--- src/rtl/joy_conditioner.sv ---
// Joystick line conditioner: 2-FF sync, ms-tick debounce and per-fire-button autofire.
// Optional build macro JOY_SOCD_CLEAN_EN neutralises opposing directions pressed together.
module joy_conditioner #(
  parameter int CLKMHZ           = 16,
  parameter int DEBOUNCE_MS      = 3,
  parameter int AUTOFIRE_HALF_MS = 50
) (
  input  logic       clk,
  input  logic       reset_n,
  input  logic [5:0] joy_in,
  input  logic [1:0] autofire_en,
  output logic [5:0] joy_out,
  output logic       tick_ms
);

  localparam int              TICK_CYC  = CLKMHZ * 1000;
  localparam int              PW        = $clog2(TICK_CYC);
  localparam logic [PW-1:0]   TICK_LAST = PW'(TICK_CYC - 1);
  localparam logic [3:0]      DB_N      = 4'(DEBOUNCE_MS);
  localparam logic [7:0]      AF_N      = 8'(AUTOFIRE_HALF_MS);

  typedef enum logic [1:0] {AF_IDLE, AF_ON, AF_OFF} af_state_t;

  logic [5:0]    sync1;
  logic [5:0]    raw;
  logic [PW-1:0] pre_cnt;
  logic [5:0]    deb;
  logic [3:0]    deb_cnt [6];
  logic [3:0]    dir_clean;
  logic [3:0]    dir_q;
  logic [1:0]    fire_q;
  af_state_t     af_state [2];
  logic [7:0]    af_phase [2];

  always_ff @(posedge clk or negedge reset_n) begin
    if (!reset_n) begin
      sync1 <= '1;
      raw   <= '1;
    end else begin
      sync1 <= joy_in;
      raw   <= sync1;
    end
  end

  always_ff @(posedge clk or negedge reset_n) begin
    if (!reset_n)                 pre_cnt <= '0;
    else if (pre_cnt == TICK_LAST) pre_cnt <= '0;
    else                          pre_cnt <= pre_cnt + 1'b1;
  end

  assign tick_ms = (pre_cnt == TICK_LAST);

  // Any sample equal to the debounced state restarts the stability count.
  always_ff @(posedge clk or negedge reset_n) begin
    if (!reset_n) begin
      deb <= '1;
      for (int i = 0; i < 6; i++) deb_cnt[i] <= '0;
    end else begin
      for (int i = 0; i < 6; i++) begin
        if (raw[i] == deb[i]) begin
          deb_cnt[i] <= '0;
        end else if (tick_ms) begin
          if (deb_cnt[i] + 4'd1 == DB_N) begin
            deb[i]     <= raw[i];
            deb_cnt[i] <= '0;
          end else begin
            deb_cnt[i] <= deb_cnt[i] + 4'd1;
          end
        end
      end
    end
  end

  always_comb begin
    dir_clean = deb[3:0];
`ifdef JOY_SOCD_CLEAN_EN
    if (!deb[0] && !deb[1]) dir_clean[1:0] = 2'b11;
    if (!deb[2] && !deb[3]) dir_clean[3:2] = 2'b11;
`endif
  end

  // Autofire FSMs: leaving ON/OFF reloads the output from the debounced line,
  // so a release or disable never leaves the button stuck pressed.
  always_ff @(posedge clk or negedge reset_n) begin
    if (!reset_n) begin
      dir_q  <= '1;
      fire_q <= '1;
      for (int i = 0; i < 2; i++) begin
        af_state[i] <= AF_IDLE;
        af_phase[i] <= '0;
      end
    end else begin
      dir_q <= dir_clean;
      for (int i = 0; i < 2; i++) begin
        case (af_state[i])
          AF_IDLE: begin
            fire_q[i]   <= deb[4+i];
            af_phase[i] <= '0;
            if (!deb[4+i] && autofire_en[i]) begin
              af_state[i] <= AF_ON;
              fire_q[i]   <= 1'b0;
            end
          end
          AF_ON, AF_OFF: begin
            if (deb[4+i] || !autofire_en[i]) begin
              af_state[i] <= AF_IDLE;
              af_phase[i] <= '0;
              fire_q[i]   <= deb[4+i];
            end else if (tick_ms) begin
              if (af_phase[i] + 8'd1 == AF_N) begin
                af_phase[i] <= '0;
                if (af_state[i] == AF_ON) begin
                  af_state[i] <= AF_OFF;
                  fire_q[i]   <= 1'b1;
                end else begin
                  af_state[i] <= AF_ON;
                  fire_q[i]   <= 1'b0;
                end
              end else begin
                af_phase[i] <= af_phase[i] + 8'd1;
              end
            end
          end
          default: begin
            af_state[i] <= AF_IDLE;
            af_phase[i] <= '0;
            fire_q[i]   <= 1'b1;
          end
        endcase
      end
    end
  end

  assign joy_out = {fire_q, dir_q};

endmodule
--- config.mk ---
export PLATFORM = sky130hd
export DESIGN_NAME = joy_conditioner
export DESIGN_NICKNAME = d
export VERILOG_FILES = /design/src/rtl/joy_conditioner.sv
export SDC_FILE = /design/constraint.sdc
export NUM_CORES = 1
export LEC_CHECK = 0
export CORE_MARGIN = 3
export CORE_UTILIZATION = 56
export CTS_BUF_LIST = sky130_fd_sc_hd__clkbuf_2
export CTS_CLUSTER_DIAMETER = 120
export DETAILED_ROUTE_END_ITERATION = 8
export GPL_TIMING_DRIVEN = 0
export PLACE_DENSITY_LB_ADDON = 0.3
export SLEW_MARGIN = 20
export SYNTH_ARGS = -nofsm -noshare
export SYNTH_HDL_FRONTEND = slang
export SYNTH_SLANG_ARGS = --single-unit
export TNS_END_PERCENT = 5
--- constraint.sdc ---
create_clock -name clk -period 1.84 [get_ports clk]
set_input_delay 0.552 -clock clk [delete_from_list [all_inputs] [get_ports clk]]
set_output_delay 0.552 -clock clk [all_outputs]
set_load 0.005 [all_outputs]
Word level (Yosys, flattened, before mapping)
Cells that the tools add are included.
{ "classes": {"bitwise_logic": 6, "eq_ne": 25, "add_sub_neg": 9, "reduce_logical": 28, "mux": 51} }
{ "ops": {"columns": ["operator", "count"], "rows": [
  ["$mux W4", 18],
  ["$mux W8", 8],
  ["$add A4 B1 Y4 const B", 6],
  ["$eq A4 B2 Y1 const B", 6],
  ["$reduce_and A3 Y1", 8],
  ["$mux W2", 10],
  ["$add A8 B1 Y8 const B", 2],
  ["$eq A8 B6 Y1 const B", 2],
  ["$add A14 B1 Y14 const B", 1],
  ["$eq A14 B14 Y1 const B", 1],
  ["$mux W14", 1],
  ["$ne A3 B3 Y1 const B", 4],
  ["$reduce_bool A2 Y1", 6],
  ["$mux W1", 10],
  ["$pmux W2 S2", 2],
  ["$eq A1 B1 Y1", 6],
  ["$not A1 Y1", 6],
  ["$eq A2 B1 Y1 const B", 2],
  ["$eq A2 B2 Y1 const B", 2],
  ["$logic_not A1 Y1", 4],
  ["$logic_not A2 Y1", 2],
  ["$ne A2 B2 Y1 const B", 2],
  ["$pmux W1 S2", 2],
  ["$reduce_and A2 Y1", 2],
  ["other kinds (3)", 6]
]} }
{ "totals": {"word_cells": 141, "in_bits": 10, "ff_bits": 82} }

Logic depth before layout (Yosys ltp)
{ "depth": {"word_depth": 6, "mapped_depth": 8, "ltp_nobuf": 7} }

Worst setup path before layout
OpenSTA, ideal clock, no wires.
{ "synth_timing": {"path_kind": "reg-to-reg", "start": "register af_phase[8] (netlist bit)", "end": "register af_state[2] (netlist bit)", "slack_ps": -146, "period_less_slack_ps": 1986, "path_stages_with_launch": 7, "arrival_ps": 1858, "path_cell_list": "dfrtp_1 -> ha_1 -> o21a_1 -> a2111oi_4 -> o211ai_1 -> a22oi_2 -> mux2_1"} }
{ "synth_via": {"elab_chain_len": 4} }
{ "synth_lines": {"columns": ["item", "line", "source"], "rows": [
  ["from (decl)", "33", "logic [7:0] af_phase [2];"],
  ["from (signal, indexed assignment)", "120", "af_phase[i] <= af_phase[i] + 8'd1;"],
  ["$add A8 B1 Y8", "110", "if (af_phase[i] + 8'd1 == AF_N) begin"],
  ["$eq A8 B6 Y1", "110", null],
  ["$ne A3 B3 Y1 (no source line)", null, null],
  ["$reduce_and A3 Y1 (no source line)", null, null],
  ["to (signal, indexed assignment)", "106", "af_state[i] <= AF_IDLE;"],
  ["to (signal, indexed assignment)", "113", "af_state[i] <= AF_OFF;"],
  ["to (signal, indexed assignment)", "116", "af_state[i] <= AF_ON;"],
  ["to (decl)", "32", "af_state_t af_state [2];"]
]} }
No other way between the ends.
A chain may end at the register's enable or synchronous reset.

Final worst setup path
{ "layout_timing": {"start": "register pre_cnt[1]", "end": "output port tick_ms"} }
{ "layout_via": {"elab_chain_len": 1} }
{ "layout_lines": {"columns": ["item", "line", "source"], "rows": [
  ["from (decl)", "26", "logic [PW-1:0] pre_cnt;"],
  ["from (signal assigned)", "48", "else pre_cnt <= pre_cnt + 1'b1;"],
  ["$eq A14 B14 Y1", "51", "assign tick_ms = (pre_cnt == TICK_LAST);"],
  ["to (decl)", "13", "output logic tick_ms"]
]} }
No other way between the ends.

==> metrics <==
number of port buffers=16; largest net degree at the start of global routing=43; vias in the first global route=3066; post-route ant nets=0; status=finished with violations; Antenna diodes=0; Root Driver=clkbuf_2; global-route wire length before repair=13500 um; HPWL after DPL=5240 um; EDFF count, synth=0; worst slew pin tran=528 ps; core area=7330 sq um; Avg Cell Area, Syn=10.3 sq um; initial DRC count=194; Worst-path clk slew=230 ps; P per Cell Area=681 nW/um^2; Slew HR=0.648; setup ws final=-536 ps; Worst Setup Path Type=register to primary output; via count=3089; post-synth top area cell=dfrtp_1; ranking of synthesized cells by area=dfrtp_1 (34%), dfstp_2 (15%), ha_1 (6.8%), nor2_1 (4.8%), xor2_1 (4.5%); Hold Path Class=primary input to register; fin util=0.653; Routed WL per cell=14.0 um; library cells used by synthesis=53; final setup vio count=5; fin. max-slew vios=0; Pwr Total=3.26 mW; register bit count reported by yosys=82; GR Overflow Total=0; Tmin final=2380 ps; gpl congestion=0.829; setup tns final=-917 ps; Die Y=93.2 um; RSZ-0062 raised after global routing=yes; most common cell after layout, fill and taps aside=nor2_1; CP required=1290 ps; Setup crit end kind=primary output; most frequent cells in the layout=nor2_1 (55), dfrtp_1 (54), nand2_1 (36), dfstp_2 (24), xor2_1 (22); Multi-input gate area=2090 sq um; Syn Nets=448; IR drop worst, VDD=0.504 mV; Nets=485; register area share after synthesis=0.489; leak pwr=2.05 nW; top_reg_cell synth=dfrtp_1; critical path arrival=1820 ps; GRT Total Usage=0.196; final hold vios=0; Synth top area share=0.341; # DRC=0; yosys synthesis warning count=0; Routed Wire Length=7800 um; worst skew pair latency=560 ps; antenna violations before repair=0; Initial Utilization=0.581; Final period util=1.29; violated checks=setup timing; Reg area=2090 sq um; highest clock rate=0.421 GHz; worst-path maximum fanout=3; CTS buffer count=9; asr flop ratio synth=1.00; Syn Std Cell Area=4260 sq um; Clock Sinks=82; Max-cap violations=0; synthesis-to-layout area growth=12.3%; num rows=31; CTS tree=yes; clock buffer depth=2; I/O Pins=17; layout cells sized above 1=0.201; Die X=93.2 um; die footprint=8690 sq um; drt via density=5.56; DR pass1 iterations=5; Startpoint Class=register; cell count after synthesis=415; Worst Skew=26.5 ps; H-tree level count=3; filler cell count=554
flip-flops by register name (all words and copies together), names as in the netlist:
signal	flops
raw	6
af_state	4
deb_cnt	24
deb	6
sync1	6
af_phase	16
pre_cnt	14
dir_q	4
fire_q	2
metrics by stage:
step                      setup slack, ps  std cells  instance area, sq um  hold WS [ps]
after floorplan                     -28.2        415                  4260           256
after global placement              -2620        530                  4550           346
after detailed placement             -829        531                  4560           349
after CTS                            -559        554                  4740           335
after global routing                 -648        556                  4780           316
final                                -536        556                  4780           352
kinds of logic after synthesis:
| kind of cell | after synthesis | share of synthesized area |
|---|---|---|
| xor+xnor | 37 | 0.0761 |
| mux | 11 | 0.0285 |
| flops | 82 | 0.489 |
| simple gates | 173 | 0.209 |
| buf+inv | 28 | 0.0317 |
| compound gates | 61 | 0.0978 |
| fa+ha+maj | 23 | 0.0676 |
synthesized netlist by cell type (2+ instances only):
master and instances:
mux2i_1 2, and4_1 3, xor2_1 22, clkbuf_1 2
mux2_2 7, inv_1 17, and3b_1 8, nand3b_1 3
ha_1 23, nor3_4 2, dfrtp_1 58, a21oi_1 19
a21boi_0 6, nand4_1 9, xnor2_1 15, buf_2 3
nand3_1 15, buf_6 3, mux2_1 2, dfstp_2 24
a22oi_1 7, o21ai_1 2, or3_1 5, o21bai_1 3
nor2_1 55, a22o_1 2, nand2b_1 4, o21ai_0 11
a31oi_1 2, and2_1 3, nor3_1 17, and3_1 5
nand2_1 36
worst max-delay path, stage by stage (launching register included):
cell     delay, ps
dfrtp_1        440
ha_4           150
and4_4         230
nand4_4         80
inv_2          100
buf_8          110
buf_8           90
buf_6           80
cell type report:
class / count / share of cell area
clock inverter: 7 / 0.00968
buffer: 10 / 0.0199
timing repair buffer: 26 / 0.0471
tap: 99 / 0.0259
sequential: 82 / 0.436
multi-input combinational: 305 / 0.438
clock buffer: 9 / 0.00942
inverter: 18 / 0.0141
path summary, 6_finish.rpt:
check                                  from          end  slack (ps)  cells after the start
max in group asynchronous           reset_n     sync1[1]         690                      3
min in group asynchronous           reset_n  af_phase[8]         480                      2
worst min-delay path              joy_in[2]     sync1[2]         350                      1
worst min register to register     sync1[1]       raw[1]         370                      0
worst max register to register  af_phase[8]  af_state[2]        -170                      6
worst max-delay path             pre_cnt[1]      tick_ms        -540                      7
power by group:
part / switching, mW / internal, mW
combinational: 0.293 / 0.222
sequential: 0.0420 / 1.89
clock: 0.642 / 0.173
what timing repair did:
item | CTS | global route
pin swaps | 5 | 0
resized for setup | 45 | 9
buffers inserted | 6 | 2
hold endpoints to repair | 31 | 0
setup endpoints to repair | 40 | 36
hold buffers | 1 | 0
routing by layer:
layer  routed length [um]  up-vias  part of all wire  GRT usage
met1                 3660     1511              0.47      0.244
met5                    0        -                 0          0
li1                     -     1508                 -          -
met2                 3730       53              0.48      0.329
met4                  142        0             0.018     0.0745
met3                  267       17             0.034     0.0483
Note: power is estimated with default switching activity, not from simulation.
==> variant: new RTL, config.mk and constraints unchanged <==
The parameter `CLKMHZ` goes from 16 to 32.
--- a/src/rtl/joy_conditioner.sv
+++ b/src/rtl/joy_conditioner.sv
@@ -1,7 +1,7 @@
 // Joystick line conditioner: 2-FF sync, ms-tick debounce and per-fire-button autofire.
 // Optional build macro JOY_SOCD_CLEAN_EN neutralises opposing directions pressed together.
 module joy_conditioner #(
-  parameter int CLKMHZ           = 16,
+  parameter int CLKMHZ           = 32,
   parameter int DEBOUNCE_MS      = 3,
   parameter int AUTOFIRE_HALF_MS = 50
 ) (
Check against the original RTL: no difference found for any inputs over 10 cycles, from zero or initial values and one cycle with reset_n low; that may be too few to reach the edited logic, so the function may still have changed.
==> variant against the original RTL <==
The run still ends with setup timing left; routed wire length increased by 14%; cell area is 6.2% higher; worst setup slack better by 0.047 ns; non-clock buffer count rose by 5; sequential cell count rose by 1; power grew 15%; area after synthesis grew 1.5%; sequential share of layout area fell by 2.0 points; critical endpoint unchanged.
==> variant: results (changes against the original RTL) <==
- The run finished, with violations left.
- The final reports fail on setup timing.
- The transition at the pin with the smallest max-transition slack is 0.703 ns (+0.175 ns).
- The length of the first detailed-routing pass in iterations is 4 (-1).
- The tightest min-delay check is of the reg2reg type.
- The slack of the worst reg-to-reg path is -0.38 ns (-0.21 ns).
- The number of fill cells in the layout is 552 (-0.36%).
- The path with the worst hold slack has its endpoint at raw[4].
- The max-slew violation count came to 0 (unchanged).
- In the final layout, the registers with the most flip-flops are deb_cnt x24, af_phase x16, pre_cnt x15.
- The endpoint of the lowest-slack register-to-register path is fire_q[0].
- The worst hold path stage count is 0 (-1).
- The stage delay of the slowest cell on the critical path was 0.46 ns (+0.02 ns).
- The number of distinct standard cells referenced by the synthesized netlist is 56 (+5.7%).
- The maximum ir drop on the vdd rail is 0.475 mV (-5.7%).
- The post-synthesis mux area share was 2.60% (-0.25 points).
- The first-pass GRT wire length is 14800 µm (+10%).
- The share of synthesized cell area in full adder, half adder and majority cells was 6.66% (-0.10 points).
- The startpoint of the worst-slack reg-to-reg timing path is pre_cnt[0].
- The cell count of the worst reg-to-reg path is 10 (+4).
- The number of placed cells counting well taps was 541 (+1.9%).
- The number of standard cells in the final layout excluding fillers is 569 (+2.3%).
- The total nets after synthesis is 458 (+2.2%).
- The share of post-route cells with drive strength above 1 was 24.5% (+4.3 points).
- The average wire per standard cell is 15.6 µm (+11%).
- The number of standard cells after synthesis is 425 (+2.4%).
- The number of global-route vias before repair is 3259 (+6.3%).
- The maximum clock skew at final layout is 0.0304 ns (+0.00390 ns).
- The share of Yosys cell area claimed by the top area cell type is 34.1% (+0.066 points).
- The final worst setup slack was -0.489 ns (+0.0473 ns).
- Yosys attributes the largest share of cell area to sky130_fd_sc_hd__dfrtp_1 34%, sky130_fd_sc_hd__dfstp_2 15%, sky130_fd_sc_hd__ha_1 6.7%.
- The DRC violation total after the first TritonRoute iteration is 153 (-21%).
- The startpoint of the lowest-slack hold path is sync1[4].
- The vias per cell came to 5.78 (+3.9%).
- The pre-CTS setup slack is -0.775 ns (+0.0543 ns).
- In the synthesized netlist, the cells that appear most often are 59 x sky130_fd_sc_hd__dfrtp_1, 57 x sky130_fd_sc_hd__nor2_1, 34 x sky130_fd_sc_hd__nand2_1.
- The HPWL after detailed placement is 5640 µm (+7.5%).
- The final RePlAce weighted congestion was 0.871 (+5.1%).
- The arrival time of the worst setup path is 1.78 ns (-0.04 ns).
- The maximum number of pins on one net before global-route repair is 46 (+7.0%).
- The count of endpoints failing setup in the final report is 31 (+26).
- The count of nets after finishing came to 498 (+2.7%).
- After clock tree synthesis, the clock-pin slew on the worst setup and hold paths is 0.24 ns.
- The compound-cell area share of the yosys netlist is 10.0% (+0.23 points).
- The xor and xnor area share after synthesis is 8.71% (+1.1 points).
- The final-layout worst hold slack is 0.353 ns (+0.00138 ns).
[variant: worst max-delay path by stage]
stage,startpoint,to,cells after the start
floorplan,pre_cnt[0],tick_ms,6
global placement,reset_n,deb_cnt[19],1
detailed placement,pre_cnt[0],tick_ms,7
CTS,pre_cnt[0],tick_ms,7
global route,pre_cnt[0],tick_ms,6
finish,pre_cnt[0],tick_ms,6
[variant: metrics by stage]
step,TNS (ns),instance area (µm²)
after floorplan,-0.00338,4360
after global placement,-207.60,4640
after detailed placement,-11.13,4670
after CTS,-2.85,4990
after global routing,-9.84,5080
final,-6.27,5080
[variant: layout make-up]
cell class              instances  area, µm²  area share [%]
inverters                      15       61.3            1.21
well taps                      99        124            2.44
clock inverters                 7       92.6            1.82
flip-flops and latches         83       2110            41.6
plain buffers                  11        120            2.36
repair buffers                 30        274            5.39
clock buffers                   9       45.0           0.887
multi-input cells             315       2250            44.3
[variant: kinds of logic (layout without fill, tap and decap cells)]
logic type,count (synthesis),count (layout)
fa+ha+maj,23,23
simple gates,178,178
xor+xnor,43,43
flops,83,83
compound gates,61,61
mux,10,10
buf+inv,27,72
[variant: layer usage]
layer  part of all wire (%)  global-route usage (%)
met5                      0                       0
met4                    2.4                    8.78
met3                    3.8                    4.33
met2                     50                    36.8
met1                     44                    26.6
[variant: repair_timing]
| action | in CTS | in global routing |
|---|---|---|
| buffers inserted | 9 | 3 |
| gates resized for setup | 72 | 16 |
| pin swaps | 9 | 10 |
| endpoints found under the setup margin | 50 | 44 |
| endpoints found under the hold margin | 24 | 0 |
| hold buffers | 1 | 0 |
[variant: worst register-to-register path, stage by stage, from the launching register on]
cell,delay [ns]
sky130_fd_sc_hd__dfrtp_1,0.45
sky130_fd_sc_hd__ha_4,0.16
sky130_fd_sc_hd__and3_4,0.20
sky130_fd_sc_hd__nand4_4,0.13
sky130_fd_sc_hd__buf_4,0.17
sky130_fd_sc_hd__buf_6,0.10
sky130_fd_sc_hd__buf_4,0.14
sky130_fd_sc_hd__buf_8,0.15
sky130_fd_sc_hd__or3_4,0.38
sky130_fd_sc_hd__nor4_4,0.25
sky130_fd_sc_hd__nor3_1,0.07
[variant: power breakdown]
group	internal, mW	switching (mW)
logic	0.289	0.408
clock network	0.443	0.644
registers	1.92	0.0504
